$ cat config.mk
export PLATFORM = sky130hd
export DESIGN_NAME = perm_iter
export DESIGN_NICKNAME = d
export VERILOG_FILES = /design/src/rtl/perm_iter.sv
export SDC_FILE = /design/constraint.sdc
export NUM_CORES = 1
export LEC_CHECK = 0
export ABC_AREA = 0
export BUFFER_PORTS_ARGS = -buffer_cell sky130_fd_sc_hd__buf_2
export CAP_MARGIN = 20
export CORE_MARGIN = 2
export CORE_UTILIZATION = 52
export CTS_BUF_LIST = sky130_fd_sc_hd__clkbuf_8
export DETAILED_ROUTE_END_ITERATION = 16
export PLACE_DENSITY = 0.83
export SETUP_SLACK_MARGIN = 0.3
export SLEW_MARGIN = 20
export SYNTH_ARGS = -nofsm -noshare
export SYNTH_HDL_FRONTEND = slang
export SYNTH_SLANG_ARGS = --single-unit
$ cat constraint.sdc
create_clock -name clk -period 1.9 [get_ports clk]
set_input_delay 0.38 -clock clk [delete_from_list [all_inputs] [get_ports clk]]
set_output_delay 0.38 -clock clk [all_outputs]
set_load 0.02 [all_outputs]
$ cat src/rtl/perm_iter.sv
// Iterated bit permutation: out[k] = in[4k mod (W-1)] (or its inverse), applied
// in_rounds times, one round per cycle. Define PERM_ITER_FASTPATH_EN to allow
// a new accept in the same cycle as the output handshake.
module perm_iter #(
  parameter int W  = 64,
  parameter int CW = 5
) (
  input  logic          clk,
  input  logic          rst_n,
  input  logic          in_valid,
  output logic          in_ready,
  input  logic [0:W-1]  in_data,
  input  logic          in_inv,
  input  logic [CW-1:0] in_rounds,
  output logic          out_valid,
  input  logic          out_ready,
  output logic [0:W-1]  out_data,
  output logic          busy
);

  localparam logic [1:0] S_IDLE = 2'd0;
  localparam logic [1:0] S_BUSY = 2'd1;
  localparam logic [1:0] S_DONE = 2'd2;

  logic [1:0]    state_q, state_d;
  logic [0:W-1]  data_q, data_d;
  logic [CW-1:0] cnt_q, cnt_d;
  logic          inv_q, inv_d;
  logic          live_q;
  logic          accept;
  logic [0:W-1]  fwd_p, inv_p;

  // Bit W-1 is a fixed point of both permutations.
  for (genvar k = 0; k < W - 1; k++) begin : g_perm
    assign fwd_p[k] = data_q[(4 * k) % (W - 1)];
    assign inv_p[k] = data_q[(k * (W / 4)) % (W - 1)];
  end
  assign fwd_p[W-1] = data_q[W-1];
  assign inv_p[W-1] = data_q[W-1];

  // live_q holds in_ready low until the first edge after reset release.
`ifdef PERM_ITER_FASTPATH_EN
  assign in_ready = live_q & ((state_q == S_IDLE) | ((state_q == S_DONE) & out_ready));
`else
  assign in_ready = live_q & (state_q == S_IDLE);
`endif

  assign accept    = in_valid & in_ready;
  assign out_valid = (state_q == S_DONE);
  assign busy      = (state_q == S_BUSY);
  assign out_data  = data_q;

  always_comb begin
    state_d = state_q;
    data_d  = data_q;
    cnt_d   = cnt_q;
    inv_d   = inv_q;
    case (state_q)
      S_IDLE: ;
      S_BUSY: begin
        data_d = inv_q ? inv_p : fwd_p;
        cnt_d  = cnt_q - CW'(1);
        if (cnt_q == CW'(1)) state_d = S_DONE;
      end
      S_DONE: if (out_ready) state_d = S_IDLE;
      default: state_d = S_IDLE;
    endcase
    if (accept) begin
      data_d  = in_data;
      inv_d   = in_inv;
      cnt_d   = in_rounds;
      state_d = (in_rounds != '0) ? S_BUSY : S_DONE;
    end
  end

  always_ff @(posedge clk or negedge rst_n) begin
    if (!rst_n) begin
      state_q <= S_IDLE;
      data_q  <= '0;
      cnt_q   <= '0;
      inv_q   <= 1'b0;
      live_q  <= 1'b0;
    end else begin
      state_q <= state_d;
      data_q  <= data_d;
      cnt_q   <= cnt_d;
      inv_q   <= inv_d;
      live_q  <= 1'b1;
    end
  end

endmodule
# Yosys cells after proc, flatten, opt, wreduce, memory -nomap -nowiden
# Cells that the tools add are included.
[op_classes] n_addsub=1 n_reduce_logical=4 muxes=10 bitwise_logic=2 n_eq_ne=6
[op_table] operator="63-bit two-way mux" count=2
[op_table] operator="64-bit two-way mux" count=1
[op_table] operator="5-bit two-way mux" count=2
[op_table] operator="2-bit two-way mux" count=4
[op_table] operator="3-bit by 1-bit != test with 1-bit output, second input constant" count=2
[op_table] operator="2-bit case mux with 3 select lines" count=1
[op_table] operator="5-bit by 1-bit == test with 1-bit output, second input constant" count=1
[op_table] operator="5-bit nonzero test" count=1
[op_table] operator="5-bit by 1-bit subtractor with 5-bit output, second input constant" count=1
[op_table] operator="3-bit AND reduction" count=1
[op_table] operator="1-bit bitwise AND" count=2
[op_table] operator="2-bit by 1-bit == test with 1-bit output, second input constant" count=1
[op_table] operator="2-bit == test, second input constant" count=1
[op_table] operator="2-bit logical NOT" count=1
[op_table] operator="2-bit != test, second input constant" count=1
[op_table] operator="2-bit nonzero test" count=1
[word_totals] word_cells=29 ff_bits=73

# Depth between registers and ports, before layout
# Gate-level depths: netlist (run 1).
[logic_depth] word_depth=5 ltp_mapped=6 depth_no_buf=5

# Least setup slack after synthesis (run 1)
# Ideal clock, no wire load.
[synth_path] path_type="register to register" start="register cnt_q[0]" end="register cnt_q[4]" required_time_ps=1769 period_less_slack_ps=1468 arrival_time_ps=1336 stages_incl_launch_ff=6 setup_slack_ps=432 path_cell_list="dfrtp_1 > inv_1 > ha_1 > nor3b_1 > a32o_1 > or3_1"
[synth_via] elab_chain_cells=3
[synth_lines] item="start: declaration" line_no="27" source="logic [CW-1:0] cnt_q, cnt_d;"
[synth_lines] item="start signal: assignment" line_no="86" source="cnt_q <= cnt_d;"
[synth_lines] item="5-bit by 1-bit subtractor with 5-bit output" line_no="62" source="cnt_d = cnt_q - CW'(1);"
[synth_lines] item="5-bit two-way mux" line_no="58" source="case (state_q)"
[synth_lines] item="5-bit two-way mux" line_no="68" source="if (accept) begin"
# No other way between the ends. The select of a mux whose other input is x is not followed.
# A chain may end at the register's enable or synchronous reset.

# Worst setup path after layout (run 1)
[layout_path] start="register state_q[0]" end="output port in_ready"
[layout_via] elab_chain_cells=2
[layout_lines] item="start: declaration" line_no="25" source="logic [1:0] state_q, state_d;"
[layout_lines] item="start signal: assignment" line_no="84" source="state_q <= state_d;"
[layout_lines] item="2-bit logical NOT" line_no="45" source="assign in_ready = live_q & (state_q == S_IDLE);"
[layout_lines] item="1-bit bitwise AND" line_no="45"
[layout_lines] item="end: declaration" line_no="11" source="output logic in_ready,"
# No other way between the ends.

==> impl_metrics.csv, run 1 <==
group,metric,value,unit
flow_run,drv_cap,0,
cells_and_area,syn_to_final_growth,26.3,%
worst_setup_path,worst_ep_required_time,1.52,ns
clocking,cts-root-buf,"clkbuf_8",
drt,drt-vias-per-instance,5.71,
synth,ys_ff_latch,73,
worst_setup_path,slowest_stage,"dfrtp_2",
sta,hold_viol,0,
synth,seq_area_frac_synth,0.456,
place,dpl_cell_area,4760,sq um
sta,setup_viol,0,
synth,synth_edf_count,0,
worst_setup_path,critPathKind,"reg -> out",
drt,ant_nets,0,
synth,synth-xor-area-share,0.00219,
synth,synth_top_area_cell,"dfrtp_1",
place,placed_cells_incl_taps,679,
worst_setup_path,critPathMaxStageDelay,0.46,ns
synth,synth-simple-area-share,0.201,
sta,finClkSkew,0.0141,ns
place,place.gp.congestion,0.804,
worst_hold_path,hp-class,"in -> reg",
synth,syn_area_per_cell,8.56,sq um
worst_setup_path,endpoint_kind,"primary output",
synth,synth_most_common_cell,"o21ai_0",
pwr,totalPowerFinal,10.1,mW
worst_setup_path,startpoint_type,"register",
grt,grt_max_degree,68,
clocking,clkLatencyLatePin,0.35,ns
sta,post-route-min-period,1.64,ns
floorplan,dieHeight,91.8,microns
drt,wl,10900,microns
synth,synth_fa_ha_area_frac,0.00625,
clocking,htree_levels,3,
synth,synth_top_family_by_area,"compound AO/OA/AOI/OAI gates",
sta,slew_violations,0,
cells_and_area,fill_cells,648,
synth,synth.net_count,544,
synth,ys.flop_type,"dfrtp_1",
place,hpwl,7090,microns
synth,synth_common_cells,"o21ai_0, nand2_1, dfrtp_1",
clocking,cts-buffers-inserted,9,
clocking,clockBufferDepth,2,
synth,synth.area.mux_share,0,
grt,grt_usage,0.257,
drt,wire_per_inst,15.5,microns
grt,grt_overflow_total,0,
status,outcome,"finished clean",
floorplan,ios,141,
cells_and_area,final_area,5060,sq um
sta,rsz0062_at_grt,"true",
synth,yosysWarnings,0,
worst_setup_path,cp_max_fo,6,
drt,drtIter0Drc,284,
floorplan,dieArea,8420,sq um
grt,antenna_found_initial,1,
pwr,p_leak,2.19,nW
grt,first_global_vias,3728,
synth,ys_types,30,
sta,fmax,611,MHz
clocking,clock_sinks,73,
clocking,cts_tree,"done",
grt,grt_pass1_wl,17600,microns
drt,post-route-drc-count,0,
drt,firstDrtPassIters,5,
sta,final.setup.tns,0,ns
floorplan,die_w,91.8,microns
synth,synthTopCellsByArea,"dfrtp_1, o21ai_0, a211oi_1, nor2b_1, nand2_1",
pwr,ir_worst_vdd,876,uV
synth,synthArstFlopShare,1.00,
cells_and_area,fin_nets,671,
floorplan,initial_core_util,0.526,
sta,fin_crit_sh,0.861,
drt,via_count,4014,
cells_and_area,final_cells,703,
place,port_buffers,140,
floorplan,rows,32,
pwr,p_per_area,1990,nW/um^2
worst_setup_path,cp_cell_sequence,"nor3b_1 -> buf_2",
clocking,path_clk_slew,0.08,ns
worst_setup_path,worst-endpoint-arrival,1.26,ns
synth,synth-compound-area-share,0.275,
synth,synth_area,4010,sq um
floorplan,coreArea,7610,sq um
synth,synth_top_area_frac,0.456,
cells_and_area,drive_gt1_frac,0.300,
synth,syn-instance-count,468,
-- final timing paths --
check | slack, ns | start | cells after the start | to
max | 0.26 | state_q[0] | 2 | in_ready
min | 0.22 | in_data[0] | 3 | out_data[0]
max reg2reg | 0.37 | state_q[1] | 5 | cnt_q[4]
min reg2reg | 0.48 | out_data[0] | 2 | out_data[0]
max in group asynchronous | 0.79 | rst_n | 3 | out_data[28]
min in group asynchronous | 0.52 | rst_n | 2 | live_q
-- final cells by class --
cell class | count | area (sq um) | share of cell area
sequential | 73 | 1830 | 0.362
tap | 102 | 128 | 0.0252
clock buffer | 9 | 124 | 0.0245
timing repair buffer | 158 | 901 | 0.178
inverter | 4 | 20.0 | 0.00396
clock inverter | 7 | 86.3 | 0.0171
antenna | 1 | 2.50 | 0.000495
multi-input combinational | 349 | 1970 | 0.389
-- critical path, delay by kind of cell, from the launching register on --
family / cells / cell delay (ns)
buffers and inverters: 1 / 0.21
and+or+nand+nor: 1 / 0.24
DFF: 1 / 0.46
-- placed cells by master (no fill, tap or decap), types with 2 or more instances in the layout --
master,count
o21ai_0,109
buf_6,2
a211oi_1,60
dfrtp_1,71
nor3_1,2
nand3_1,2
or3_1,3
buf_12,4
buf_4,13
buf_2,138
inv_1,4
clkinv_2,3
o21ai_1,12
bufinv_16,2
clkbuf_8,9
a221o_1,3
nor2_1,4
nor2b_1,62
nand2_1,77
-- repair_timing --
action	in CTS	in global routing
endpoints found under the setup margin	1	25
gates cloned	0	0
gates resized for setup	4	4
endpoints found under the hold margin	13	0
hold buffers	1	0
buffers inserted	0	6
-- report_power, final --
part           switching [mW]  leakage [nW]  internal (mW)
clock                   0.576         0.110          0.728
combinational            3.31          1.22           2.19
sequential              0.860         0.854           2.41
total                    4.75          2.19           5.33
-- per-layer routing --
metal / GRT usage / part of all wire
met5: 0 / 0
met4: 0.107 / 0.020
met3: 0.0378 / 0.058
met2: 0.420 / 0.50
met1: 0.343 / 0.42
-- cell families (layout without fill, tap and decap cells) --
logic type	count (synthesis)	after routing
buffers and inverters	46	178
and+or+nand+nor	159	159
DFF	73	73
other	1	2
adders and majority gates	2	2
xor gates and xnor gates	1	1
AOI/OAI and AO/OA	186	186
-- flip-flops by register name (all words and copies together) (netlist names) --
register / flops
cnt_q: 5
inv_q: 1
live_q: 1
out_data: 64
state_q: 2
-- stage by stage --
step	setup slack (ns)	util	hold WS [ns]
6_report	0.264	0.665	0.222
5_1_grt	0.174	0.665	0.219
4_1_cts	0.325	0.657	0.220
3_5_place_dp	0.346	0.626	0.365
3_3_place_gp	0.393	0.626	0.365
2_1_floorplan	0.432	-	0.0844
Note: power is estimated with default switching activity, not from simulation.
==> run 2: changes to the inputs <==
==> config.mk (replaced) <==
export PLATFORM = sky130hd
export DESIGN_NAME = perm_iter
export DESIGN_NICKNAME = d
export VERILOG_FILES = /design/src/rtl/perm_iter.sv
export SDC_FILE = /design/constraint.sdc
export NUM_CORES = 1
export LEC_CHECK = 0
export ABC_AREA = 0
export BUFFER_PORTS_ARGS = -buffer_cell sky130_fd_sc_hd__buf_4
export CAP_MARGIN = 20
export CORE_MARGIN = 2
export CORE_UTILIZATION = 52
export CTS_BUF_LIST = sky130_fd_sc_hd__clkbuf_8
export DETAILED_ROUTE_END_ITERATION = 16
export PLACE_DENSITY_LB_ADDON = 0.08
export SETUP_SLACK_MARGIN = 0.3
export SLEW_MARGIN = 0
export SYNTH_ARGS = -nofsm -noshare
export SYNTH_HDL_FRONTEND = slang
export SYNTH_SLANG_ARGS = --single-unit
==> run 2 against run 1 <==
Effect of this change: die area did not move; clock skew decreased by 0.0073 ns; global-route usage increased by 1.5 points; via count is 0.42% higher; final cell count grew 1.4%; non-clock buffer count is 11 higher; sequential share of layout area fell by 3.6 points; design area is 11% higher; count of clock-buffer cells in the layout up 1; wire length increased by 6.2%; maximum frequency increased by 0.75%; first-iteration DRC count shrank 22%; largest power group unchanged; highest routed layer unchanged.
==> impl_metrics.csv, run 2 (synthesized netlist as in run 1, its figures left out) <==
group,metric,value,unit
grt,first_global_vias,3823,
sta,post-route-min-period,1.62,ns
worst_setup_path,startpoint_type,"register",
drt,post-route-drc-count,0,
sta,relSlewSlack,0.642,
place,hpwl,7300,microns
drt,via_count,4031,
flow_run,drv_cap,0,
cells_and_area,final_cell_mix,"buf_4, o21ai_0, nand2_1",
clocking,cts-root-buf,"clkbuf_8",
cells_and_area,largest_register_ffs,64,
sta,hold_viol,0,
worst_setup_path,worst_ep_required_time,1.52,ns
grt,antenna_found_initial,0,
clocking,cts-buffers-inserted,9,
drt,ant_nets,0,
drt,wire_per_inst,16.3,microns
pwr,switching_share,0.440,
status,outcome,"finished clean",
worst_hold_path,hp-class,"in -> reg",
sta,fmax,616,MHz
clocking,clock_sinks,73,
grt,grt_max_degree,68,
pwr,p_switching,4.86,mW
sta,slew_violations,0,
floorplan,coreArea,7610,sq um
clocking,path_clk_slew,0.08,ns
worst_setup_path,worst-endpoint-arrival,1.24,ns
pwr,p_int,6.18,mW
sta,fin_crit_sh,0.855,
pwr,p_per_area,1970,nW/um^2
clocking,clkLatencyLatePin,0.35,ns
worst_setup_path,reg2reg_slack,0.34,ns
grt,grt_usage,0.272,
sta,rsz0062_at_grt,"true",
sta,worst_slew_pin_slew,0.530,ns
cells_and_area,fin_nets,682,
sta,final.setup.tns,0,ns
pwr,ir_worst_vdd,984,uV
grt,grt_pass1_wl,18600,microns
cells_and_area,drive_gt1_frac,0.314,
cells_and_area,diodes,0,
cells_and_area,layout_commonest_cell,"buf_4",
clocking,cts_tree,"done",
floorplan,ios,141,
place,port_buffers,140,
floorplan,rows,32,
drt,drt-vias-per-instance,5.65,
worst_setup_path,cp_max_fo,4,
sta,setup_ws,0.276,ns
clocking,clockBufferDepth,2,
worst_setup_path,critPathKind,"reg -> out",
sta,setup_viol,0,
cells_and_area,fill_cells,583,
floorplan,initial_core_util,0.526,
place,place.gp.congestion,0.795,
pwr,clockPowerShare,0.136,
cells_and_area,final_cells,713,
drt,drtIter0Drc,222,
sta,finClkSkew,0.00684,ns
floorplan,dieHeight,91.8,microns
pwr,p_leak,2.42,nW
place,placed_cells_incl_taps,682,
worst_setup_path,endpoint_kind,"primary output",
floorplan,die_w,91.8,microns
pwr,totalPowerFinal,11.0,mW
clocking,htree_levels,3,
place,dp_slack,0.308,ns
floorplan,dieArea,8420,sq um
grt,grt_overflow_total,0,
cells_and_area,syn_to_final_growth,40.2,%
pwr,seqPwrFrac,0.298,
pwr,p_comb_frac,0.567,
drt,wl,11600,microns
drt,firstDrtPassIters,4,
==> run 2: layout make-up <==
cell class / instances / area [sq um] / share of cell area
clock buffers: 10 / 138 / 0.0245
clock inverters: 6 / 106 / 0.0189
inverters: 4 / 20.0 / 0.00357
multi-input cells: 349 / 1970 / 0.351
flip-flops and latches: 73 / 1830 / 0.326
well taps: 102 / 128 / 0.0227
repair buffers: 169 / 1420 / 0.253
==> run 2: repair_timing <==
action,4_1_cts,5_1_grt
setup buffers,5,7
pin swaps,0,2
setup endpoints to repair,2,23
resized for setup,4,9
hold endpoints to repair,25,0
gates cloned,2,0
hold buffers,1,0
==> run 2: path summary, 6_finish.rpt <==
check                               to  cells after the start   startpoint
max                          out_valid                      3   state_q[0]
min in group asynchronous  out_data[9]                      2        rst_n
min                        out_data[0]                      3   in_data[0]
min reg2reg                out_data[0]                      2  out_data[0]
max reg2reg                   cnt_q[4]                      5     cnt_q[1]
max in group asynchronous   state_q[0]                      3        rst_n
==> run 2: stage by stage <==
step	util	cell area, sq um	hold WS [ns]
4_1_cts	0.727	5530	0.212
3_3_place_gp	0.678	5160	0.335
2_1_floorplan	-	4010	0.0844
6_report	0.738	5610	0.219
3_5_place_dp	0.678	5160	0.339
5_1_grt	0.738	5610	0.220
==> run 2: worst max-delay path: stages, from the launching register on <==
cell     delay (ns)
dfrtp_2        0.44
buf_6          0.13
nor2b_2        0.17
buf_6          0.14
==> run 2: power by group through the flow <==
stage	Combinational, mW	Sequential [mW]	Clock, mW
floorplan	3.02	3.88	0
global placement	5.59	3.28	0
detailed placement	5.77	3.32	0
CTS	6.05	3.30	1.52
global route	6.81	3.41	1.59
finish	6.25	3.29	1.50
==> run 2: routing by layer <==
| layer | share of wire | vias up | routed length [microns] | track usage |
|---|---|---|---|---|
| met1 | 0.43 | 1927 | 4950 | 0.363 |
| met5 | 0 | - | 0 | 0 |
| li1 | - | 1932 | - | - |
| met4 | 0.018 | 0 | 213 | 0.0858 |
| met3 | 0.067 | 21 | 779 | 0.0624 |
| met2 | 0.49 | 151 | 5640 | 0.442 |
==> run 3: changes to the inputs <==
--- a/config.mk
+++ b/config.mk
@@ -5,7 +5,7 @@
 export SDC_FILE = /design/constraint.sdc
 export NUM_CORES = 1
 export LEC_CHECK = 0
-export ABC_AREA = 0
+export ABC_AREA = 1
 export BUFFER_PORTS_ARGS = -buffer_cell sky130_fd_sc_hd__buf_4
 export CAP_MARGIN = 20
 export CORE_MARGIN = 2
==> run 3 against run 2 <==
Effect of this change: synthesized cell count is 15% higher; first-iteration DRC count is 18% higher; sequential power is 2% lower; sequential share of layout area is 2.0 points higher; die area is 0.36% lower; flip-flop and latch count stayed put; clock skew is 0.0046 ns higher.
==> impl_metrics.csv, run 3 <==
group,metric,value,unit
cells_and_area,fin_nets,747,
drt,wire_per_inst,13.9,microns
flow_run,drv_cap,0,
synth,synthTopCellsByArea,"dfrtp_1, nand2_1, nand3_1, o21ai_0, buf_6",
pwr,p_leak,2.76,nW
clocking,clockBufferDepth,2,
drt,drt-vias-per-instance,5.19,
synth,ys_types,24,
worst_setup_path,critPathMaxStageDelay,0.46,ns
floorplan,rows,31,
place,place.gp.congestion,0.879,
sta,setup_viol,0,
synth,synth.net_count,613,
cells_and_area,final_cell_mix,"nand2_1, buf_4, nand3_1",
clocking,cts_tree,"done",
worst_setup_path,critPathKind,"reg -> out",
status,outcome,"finished clean",
worst_hold_path,hp-class,"in -> async",
drt,post-route-drc-count,0,
grt,grt_overflow_total,0,
clocking,clkLatencyLatePin,0.35,ns
sta,hold_viol,0,
drt,firstDrtPassIters,5,
synth,yosysWarnings,0,
worst_setup_path,endpoint_kind,"primary output",
floorplan,die_w,91.6,microns
clocking,path_clk_slew,0.07,ns
synth,seq_area_frac_synth,0.458,
drt,dr_wl_met2,5230,microns
clocking,htree_levels,3,
floorplan,initial_core_util,0.544,
clocking,cts-buffers-inserted,9,
synth,syn_area_per_cell,7.43,sq um
synth,ys_ff_latch,73,
sta,final.setup.tns,0,ns
drt,wl_met3,823,microns
sta,post-route-min-period,1.59,ns
synth,synth_edf_count,0,
synth,ys.flop_type,"dfrtp_1",
floorplan,dieArea,8390,sq um
synth,synthArstFlopShare,1.00,
worst_setup_path,worst-endpoint-arrival,1.21,ns
grt,grt_pass1_wl,17500,microns
synth,synth_top_area_cell,"dfrtp_1",
grt,first_global_vias,3733,
pwr,ir_worst_vdd,774,uV
grt,grt_usage,0.260,
drt,via_count,4014,
sta,slew_violations,0,
cells_and_area,drive_gt1_frac,0.270,
worst_setup_path,cp_cell_sequence,"nor2_4 -> nand2_1 -> inv_1 -> buf_4",
sta,relSlewSlack,0.636,
drt,met1Wirelength,4560,microns
sta,worst_slew_pin_slew,0.546,ns
cells_and_area,layout_commonest_cell,"nand2_1",
cells_and_area,syn_to_final_growth,32.4,%
synth,synth_top_area_frac,0.458,
sta,rsz0062_at_grt,"false",
pwr,p_per_area,1940,nW/um^2
drt,drtIter0Drc,263,
drt,wl,10800,microns
cells_and_area,fill_cells,630,
grt,grt_max_degree,65,
place,port_buffers,140,
worst_setup_path,slowest_stage,"dfrtp_2",
worst_setup_path,startpoint_type,"register",
synth,synth_most_common_cell,"nand2_1",
worst_setup_path,critical-path-top-delay-family,"flip-flops",
worst_setup_path,crit_buf_inv,2,
cells_and_area,diodes,0,
clocking,cts-root-buf,"clkbuf_8",
floorplan,ios,141,
sta,fin_crit_sh,0.837,
sta,fmax,629,MHz
place,hpwl,7300,microns
floorplan,dieHeight,91.6,microns
synth,synth_area,3990,sq um
drt,highest_layer,"met4",
clocking,clock_sinks,73,
cells_and_area,largest_register_ffs,64,
synth,synth_common_cells,"nand2_1, dfrtp_1, nand3_1",
drt,ant_nets,0,
worst_setup_path,cp_max_fo,4,
worst_setup_path,worst_ep_required_time,1.52,ns
floorplan,coreArea,7330,sq um
sta,finClkSkew,0.0115,ns
pwr,totalPowerFinal,10.2,mW
synth,syn-instance-count,537,
grt,antenna_found_initial,0,
[run 3: cell count changes in the layout (fill, tap and decap cells not counted), sizes merged, moves of 3 or more]
cell,delta
nor2,+36
a21oi,+21
or3,-3
o21ai,-82
buf,-10
o211ai,+20
nand2,+115
nand3,+72
a221o,-3
a211oi,-60
inv,+37
nor2b,-62
[run 3: metal layers]
| layer | vias up | global-route usage |
|---|---|---|
| li1 | 1993 | - |
| met2 | 158 | 0.423 |
| met4 | 0 | 0.105 |
| met3 | 21 | 0.0589 |
| met1 | 1842 | 0.337 |
| met5 | - | 0 |
[run 3: timing repair]
action	CTS	global route
setup endpoints to repair	1	67
setup buffers	2	3
pin swaps	1	0
hold buffers	0	0
resized for setup	5	7
[run 3: path summary, 6_finish.rpt]
path | from | end | slack (ns) | cells past startpoint
min in group clk | in_data[63] | out_data[63] | 0.22 | 3
setup reg to reg | state_q[0] | inv_q | 0.39 | 6
setup / recovery | state_q[0] | in_ready | 0.31 | 4
hold / removal | rst_n | out_data[0] | 0.008 | 1
hold reg to reg | cnt_q[1] | cnt_q[1] | 0.48 | 2
max in group asynchronous | rst_n | out_data[12] | 1.30 | 2
[run 3: area by class of cell]
type / count / area [sq um] / area share
clock buffer: 11 / 151 / 0.0287
clock inverter: 4 / 45.0 / 0.00852
inverter: 40 / 173 / 0.0327
multi-input combinational: 391 / 1760 / 0.333
sequential: 73 / 1830 / 0.346
tap: 99 / 124 / 0.0234
timing repair buffer: 156 / 1200 / 0.227
[run 3: kinds of logic (layout without fill, tap and decap cells)]
kind of cell	after synthesis	count (layout)	share of synthesized area
buffers and inverters	73	211	0.103
and+or+nand+nor	308	308	0.319
DFF	73	73	0.458
adders and majority gates	2	2	0.00627
AOI/OAI and AO/OA	80	80	0.113
other	1	1	0.000940
[run 3: report_power, final]
group          switching [mW]  total [mW]  internal [mW]
combinational            3.48        5.77           2.28
clock                   0.575        1.24          0.663
sequential              0.848        3.23           2.38
total                    4.90        10.2           5.33
[run 3: per-stage QoR]
step / worst slack (ns) / util / hold slack, ns / instances / area, sq um
3_5_place_dp: 0.353 / 0.684 / 0.403 / 754 / 5020
3_3_place_gp: 0.393 / 0.684 / 0.401 / 754 / 5020
2_1_floorplan: 0.661 / - / 0.0844 / 537 / 3990
4_1_cts: 0.297 / 0.715 / 0.0229 / 771 / 5240
6_report: 0.310 / 0.721 / 0.00816 / 774 / 5280
5_1_grt: 0.276 / 0.721 / 0.0472 / 774 / 5280
